$ cat src/rtl/hc595_pkg.sv
// Shared types and constants for the 74HC595 chain receiver.
// Holds the receiver FSM encoding and the bit-counter width/limit.
// Optional cascade outputs are enabled by defining HC595_CASCADE_EN.
package hc595_pkg;

  typedef enum logic [1:0] {
    WARMUP = 2'd0,
    IDLE   = 2'd1,
    SHIFT  = 2'd2
  } state_t;

  localparam int BIT_CNT_W   = 5;
  localparam int BIT_CNT_MAX = 31;

endpackage

$ cat src/rtl/hc595_sync_edge.sv
// Multi-flop synchronizer for one bus line with a rising-edge pulse.
// Latency: level appears SYNC_STAGES cycles after the pin; rise pulses one
// cycle when the last stage goes high while the history flop is still low.
module hc595_sync_edge #(
  parameter int SYNC_STAGES = 2
) (
  input  logic clk,
  input  logic reset,
  input  logic din,
  output logic level,
  output logic rise
);

  logic [SYNC_STAGES-1:0] sync;
  logic                   hist;

  // Synchronizer chain plus one history flop behind the last stage
  always_ff @(posedge clk) begin
    if (reset) begin
      sync <= '0;
      hist <= 1'b0;
    end else begin
      sync <= {sync[SYNC_STAGES-2:0], din};
      hist <= sync[SYNC_STAGES-1];
    end
  end

  assign level = sync[SYNC_STAGES-1];
  assign rise  = sync[SYNC_STAGES-1] & ~hist;

endmodule

$ cat src/rtl/hc595_chain_receiver.sv
// Receiver for a two-chip 74HC595 serial display bus (DIO/SRCLK/RCLK).
// Latency: pin edge to register update is SYNC_STAGES+1 Clk cycles.
// No backpressure: the bus is sampled free-running; HC595_CASCADE_EN adds QH_OUT and Overflow.
module hc595_chain_receiver
  import hc595_pkg::*;
#(
  parameter int WIDTH       = 16,
  parameter int SYNC_STAGES = 2
) (
  input  logic                   Clk,
  input  logic                   Reset,
  input  logic                   DIO,
  input  logic                   SRCLK,
  input  logic                   RCLK,
  output logic [WIDTH/2-1:0]     SEG,
  output logic [WIDTH/2-1:0]     SEL,
  output logic                   Frame_Valid,
  output logic                   Frame_Err,
  output logic [BIT_CNT_W-1:0]   Bit_Cnt
`ifdef HC595_CASCADE_EN
  ,
  output logic                   QH_OUT,
  output logic                   Overflow
`endif
);

  localparam int WARM_W = $clog2(SYNC_STAGES + 2);

  logic dio_lvl, dio_rise;
  logic srclk_lvl, srclk_rise;
  logic rclk_lvl, rclk_rise;
  logic unused_sync;

  // DIO shares the synchronizer depth so its level lines up with the SRCLK rise.
  hc595_sync_edge #(.SYNC_STAGES(SYNC_STAGES)) u_sync_dio (
    .clk   (Clk),
    .reset (Reset),
    .din   (DIO),
    .level (dio_lvl),
    .rise  (dio_rise)
  );

  hc595_sync_edge #(.SYNC_STAGES(SYNC_STAGES)) u_sync_srclk (
    .clk   (Clk),
    .reset (Reset),
    .din   (SRCLK),
    .level (srclk_lvl),
    .rise  (srclk_rise)
  );

  hc595_sync_edge #(.SYNC_STAGES(SYNC_STAGES)) u_sync_rclk (
    .clk   (Clk),
    .reset (Reset),
    .din   (RCLK),
    .level (rclk_lvl),
    .rise  (rclk_rise)
  );

  assign unused_sync = ^{dio_rise, srclk_lvl, rclk_lvl};

  state_t              state, state_nxt;
  logic [WARM_W-1:0]   warm_cnt;
  logic                shift_en;
  logic                latch_en;
  logic [WIDTH-1:0]    shift_reg;

  // State register and warm-up timer; edges are ignored until history flops settle
  always_ff @(posedge Clk) begin
    if (Reset) begin
      state    <= WARMUP;
      warm_cnt <= '0;
    end else begin
      state <= state_nxt;
      if (state == WARMUP) begin
        warm_cnt <= warm_cnt + WARM_W'(1);
      end
    end
  end

  // Next-state: a shift always leaves us in SHIFT, even alongside a latch,
  // because the concurrent bit belongs to the new frame.
  always_comb begin
    state_nxt = state;
    case (state)
      WARMUP: begin
        if (warm_cnt == WARM_W'(SYNC_STAGES)) begin
          state_nxt = IDLE;
        end
      end
      IDLE, SHIFT: begin
        if (srclk_rise) begin
          state_nxt = SHIFT;
        end else if (rclk_rise) begin
          state_nxt = IDLE;
        end
      end
      default: state_nxt = WARMUP;
    endcase
  end

  // Output decode: bus edges only act once warm-up has finished
  always_comb begin
    shift_en = 1'b0;
    latch_en = 1'b0;
    case (state)
      IDLE, SHIFT: begin
        shift_en = srclk_rise;
        latch_en = rclk_rise;
      end
      default: begin
        shift_en = 1'b0;
        latch_en = 1'b0;
      end
    endcase
  end

  // Shift register: MSB-first, oldest bits fall off the top on overlength frames
  always_ff @(posedge Clk) begin
    if (Reset) begin
      shift_reg <= '0;
    end else if (shift_en) begin
      shift_reg <= {shift_reg[WIDTH-2:0], dio_lvl};
    end
  end

  // Storage latch and bit counter; the latch sees the pre-shift register
  always_ff @(posedge Clk) begin
    if (Reset) begin
      SEG         <= '0;
      SEL         <= '0;
      Frame_Valid <= 1'b0;
      Frame_Err   <= 1'b0;
      Bit_Cnt     <= '0;
    end else begin
      Frame_Valid <= 1'b0;
      Frame_Err   <= 1'b0;
      if (latch_en) begin
        {SEG, SEL}  <= shift_reg;
        Frame_Valid <= 1'b1;
        Frame_Err   <= (Bit_Cnt != BIT_CNT_W'(WIDTH));
        Bit_Cnt     <= shift_en ? BIT_CNT_W'(1) : '0;
      end else if (shift_en) begin
        if (Bit_Cnt != BIT_CNT_W'(BIT_CNT_MAX)) begin
          Bit_Cnt <= Bit_Cnt + BIT_CNT_W'(1);
        end
      end
    end
  end

`ifdef HC595_CASCADE_EN
  // QH' mirror is the shift register MSB, which is itself a flop
  assign QH_OUT = shift_reg[WIDTH-1];

  // Sticky overflow once more than WIDTH bits arrive; a latch clears it
  always_ff @(posedge Clk) begin
    if (Reset) begin
      Overflow <= 1'b0;
    end else if (latch_en) begin
      Overflow <= 1'b0;
    end else if (shift_en && (Bit_Cnt >= BIT_CNT_W'(WIDTH))) begin
      Overflow <= 1'b1;
    end
  end
`endif

endmodule

$ cat config.mk
export PLATFORM = sky130hd
export DESIGN_NAME = hc595_chain_receiver
export DESIGN_NICKNAME = d
export VERILOG_FILES = /design/src/rtl/hc595_pkg.sv /design/src/rtl/hc595_sync_edge.sv /design/src/rtl/hc595_chain_receiver.sv
export SDC_FILE = /design/constraint.sdc
export NUM_CORES = 1
export LEC_CHECK = 0
export ABC_AREA = 1
export ABC_CLOCK_PERIOD_IN_PS = 1750
export BUFFER_PORTS_ARGS = -buffer_cell sky130_fd_sc_hd__buf_2
export CORE_ASPECT_RATIO = 1.5
export CORE_MARGIN = 2
export CORE_UTILIZATION = 50
export CTS_BUF_LIST = sky130_fd_sc_hd__clkbuf_2
export CTS_CLUSTER_DIAMETER = 60
export DETAILED_ROUTE_END_ITERATION = 10
export GPL_ROUTABILITY_DRIVEN = 0
export PLACE_DENSITY = 0.76
export SKIP_CTS_REPAIR_TIMING = 1
export SLEW_MARGIN = 20
export SYNTH_ARGS = -nofsm -noshare
export SYNTH_HDL_FRONTEND = slang
export SYNTH_SLANG_ARGS = --single-unit
$ cat constraint.sdc
create_clock -name Clk -period 1.75 [get_ports Clk]
set_input_delay 0.4375 -clock Clk [delete_from_list [all_inputs] [get_ports Clk]]
set_output_delay 0.4375 -clock Clk [all_outputs]
set_load 0.1 [all_outputs]
==> flow_metrics.tcl <==
set metrics [dict create \
    p_switching_uw 762 \
    stdcell_area_mm2 0.00221 \
    p_int_uw 1670 \
    grt_pass1_wl_mm 5.69 \
    max-cap-violations 0 \
    synth_seq_area_share_pct 51.8 \
    layout_commonest_cell "dfxtp_1" \
    ant_nets 0 \
    multi_input_area_um2 713 \
    dp.cells 292 \
    syn_nets 239 \
    drt-vias-per-instance 4.87 \
    dp_hpwl_mm 2.34 \
    endpoint_kind "output port" \
    cpPeakStageDelay_ps 420 \
    finalHoldViolCount 0 \
    placed_area_mm2 0.00212 \
    root_buffer "clkbuf_2" \
    die_h_um 80.9 \
    crit_slowest_cell "buf_2" \
    initial_core_util_pct 53.0 \
    io_buffers 27 \
    setup_viol 0 \
    worst_skew_pair.late_latency_ps 410 \
    finalWorstSetupSlack_ps 76.7 \
    yosys_register_bits 51 \
    synth_top_area_share_pct 51.8 \
    grt_remaining_overflow 0 \
    first_pass_iters 4 \
    rows 27 \
    crit_arrival_ps 1240 \
    cts_tree "yes" \
    crit_chain "buf_2" \
    final_cells 300 \
    finalClockSkew_ps 22.3 \
    sw_frac_of_total_pct 31.3 \
    h-tree-depth 2 \
    crit_family "buffers and inverters" \
    yosys-top-cells-area "dfxtp_1 52%, inv_1 7.2%, nand2_1 6.1%, a21oi_1 5.6%, o21ai_1 5.3%" \
    crit_fanout 3 \
    pre_cts_slack_ps 153 \
    finish.utilization_pct 59.5 \
    cp-start-kind "flip-flop" \
    synth_cell_types 22 \
    finalCriticalPeriod_ps 1670 \
    fillers 355 \
    fmax_ghz 0.598 \
    die_w_um 55.2 \
    avgSynthCellArea_um2 8.64 \
    cts_sinks 51 \
    num_antenna_cells 0 \
    p_comb_share_pct 22.0 \
    sequentialPowerShare_pct 54.1 \
    rrSetupSlack_ps 220 \
    grt_max_degree 21 \
    drive_gt1_share_pct 23.7 \
    pwr-share-clk_pct 23.9 \
    routed_wl_mm 3.20 \
    ys_warn_count 0 \
    syn_inst 228 \
    slew-limit-headroom_pct 67.7 \
    slew_violations 0 \
    yosys.area.top_type "dfxtp_1" \
    layout_common_cells "46 x dfxtp_1, 38 x inv_1, 32 x nand2_1" \
    crit_required_ps 1310 \
    largest_reg_flops 16 \
    p_leak_uw 0.000954 \
    worst_pin_slew_ps 488 \
    clk_path_buf_depth 2 \
    clk_pin_slew_ps 230 \
    status "finished, final reports clean" \
    route.vias.total 1460 \
    antenna_found_initial 0 \
    synthToLayoutAreaGrowth_pct 12.3 \
    grtUsageTotal_pct 16.0 \
    finalCritPeriodShare_pct 95.6 \
    hp-class "input pin to flip-flop" \
    critical_path_class "flip-flop to output port" \
    p_per_area_mw_per_mm2 1100 \
    seqCellArea_mm2 0.00103 \
    netlist_area_mm2 0.00197 \
    wire_per_inst_um 10.7 \
    grt_pass1_vias 1397 \
    core_area_mm2 0.00372 \
    cts_buffers 5 \
    critPathBufInv 1 \
    drtIter0Drc 41 \
    grt_setup_unrepaired "false" \
    ir_worst_vdd_uv 622 \
    drc_errors 0 \
    ioPinCount 28 \
    fin_nets 267 \
    tns_ps 0 \
    die_area_mm2 0.00447 \
]
[cell type report]
class                           instances  share of cell area, %
Sequential cell                        51                   46.7
Multi-Input combinational cell        128                   32.3
Timing Repair Buffer                   30                   8.83
Inverter                               40                   6.90
Tap cell                               43                   2.43
Clock inverter                          3                   1.75
Clock buffer                            5                   1.13
[Yosys cell counts]
library cell / count
dfxtp_1: 51
clkbuf_2: 1
or2_2: 1
o21ai_1: 21
buf_6: 7
clkbuf_1: 1
o21ai_2: 9
ha_1: 6
inv_2: 2
a41oi_2: 1
nand2_2: 1
nand4_4: 1
nand3_4: 1
nand3_1: 4
nand4_1: 1
a21oi_1: 22
nor2_1: 19
nor2_4: 1
nand3_2: 1
o21ai_0: 7
inv_1: 38
nand2_1: 32
[worst reg2reg max path: cells and delay by family, from the launching register on]
family	cells	cell delay (ps)
fa+ha+maj	2	430
buf+inv	1	70
flops	1	420
simple gates	4	420
compound gates	1	140
[final timing paths]
kind,start,to,cells past startpoint
setup / recovery,Bit_Cnt[2],Bit_Cnt[2],1
hold / removal,RCLK,u_sync_rclk.sync[0],3
setup reg to reg,Bit_Cnt[0],Bit_Cnt[0],8
hold reg to reg,u_sync_dio.sync[0],u_sync_dio.sync[1],2
[per-stage QoR]
| step | hold slack (ps) | total power [uW] |
|---|---|---|
| floorplan | 388 | 1780 |
| global placement | 390 | 1840 |
| detailed placement | 397 | 1860 |
| CTS | 179 | 2440 |
| global route | 171 | 2570 |
| finish | 213 | 2430 |
[power groups by stage]
stage	Sequential, uW	Clock, uW	Combinational [uW]
2_1_floorplan	1420	0	356
3_3_place_gp	1330	0	511
3_5_place_dp	1340	0	521
4_1_cts	1310	604	525
5_1_grt	1330	640	605
6_report	1310	581	535
[per-layer routing]
metal	up-vias	part of all wire (%)	track usage, %	routed length [um]
met4	0	1.7	6.59	55
met5	-	0	0	0
li1	775	-	-	-
met3	6	4.0	4.30	127
met1	654	42	16.0	1350
met2	25	52	30.8	1670
[kinds of logic (layout without fill, tap and decap cells)]
group                      after synthesis  count (layout)  share of synthesized area, %
AOI/OAI and AO/OA                       60              60                          17.5
adders and majority gates                6               6                          3.81
buffers and inverters                   49              78                          12.1
DFF                                     51              51                          51.8
and+or+nand+nor                         62              62                          14.7
No activity file was read; power rests on OpenSTA's default activity.
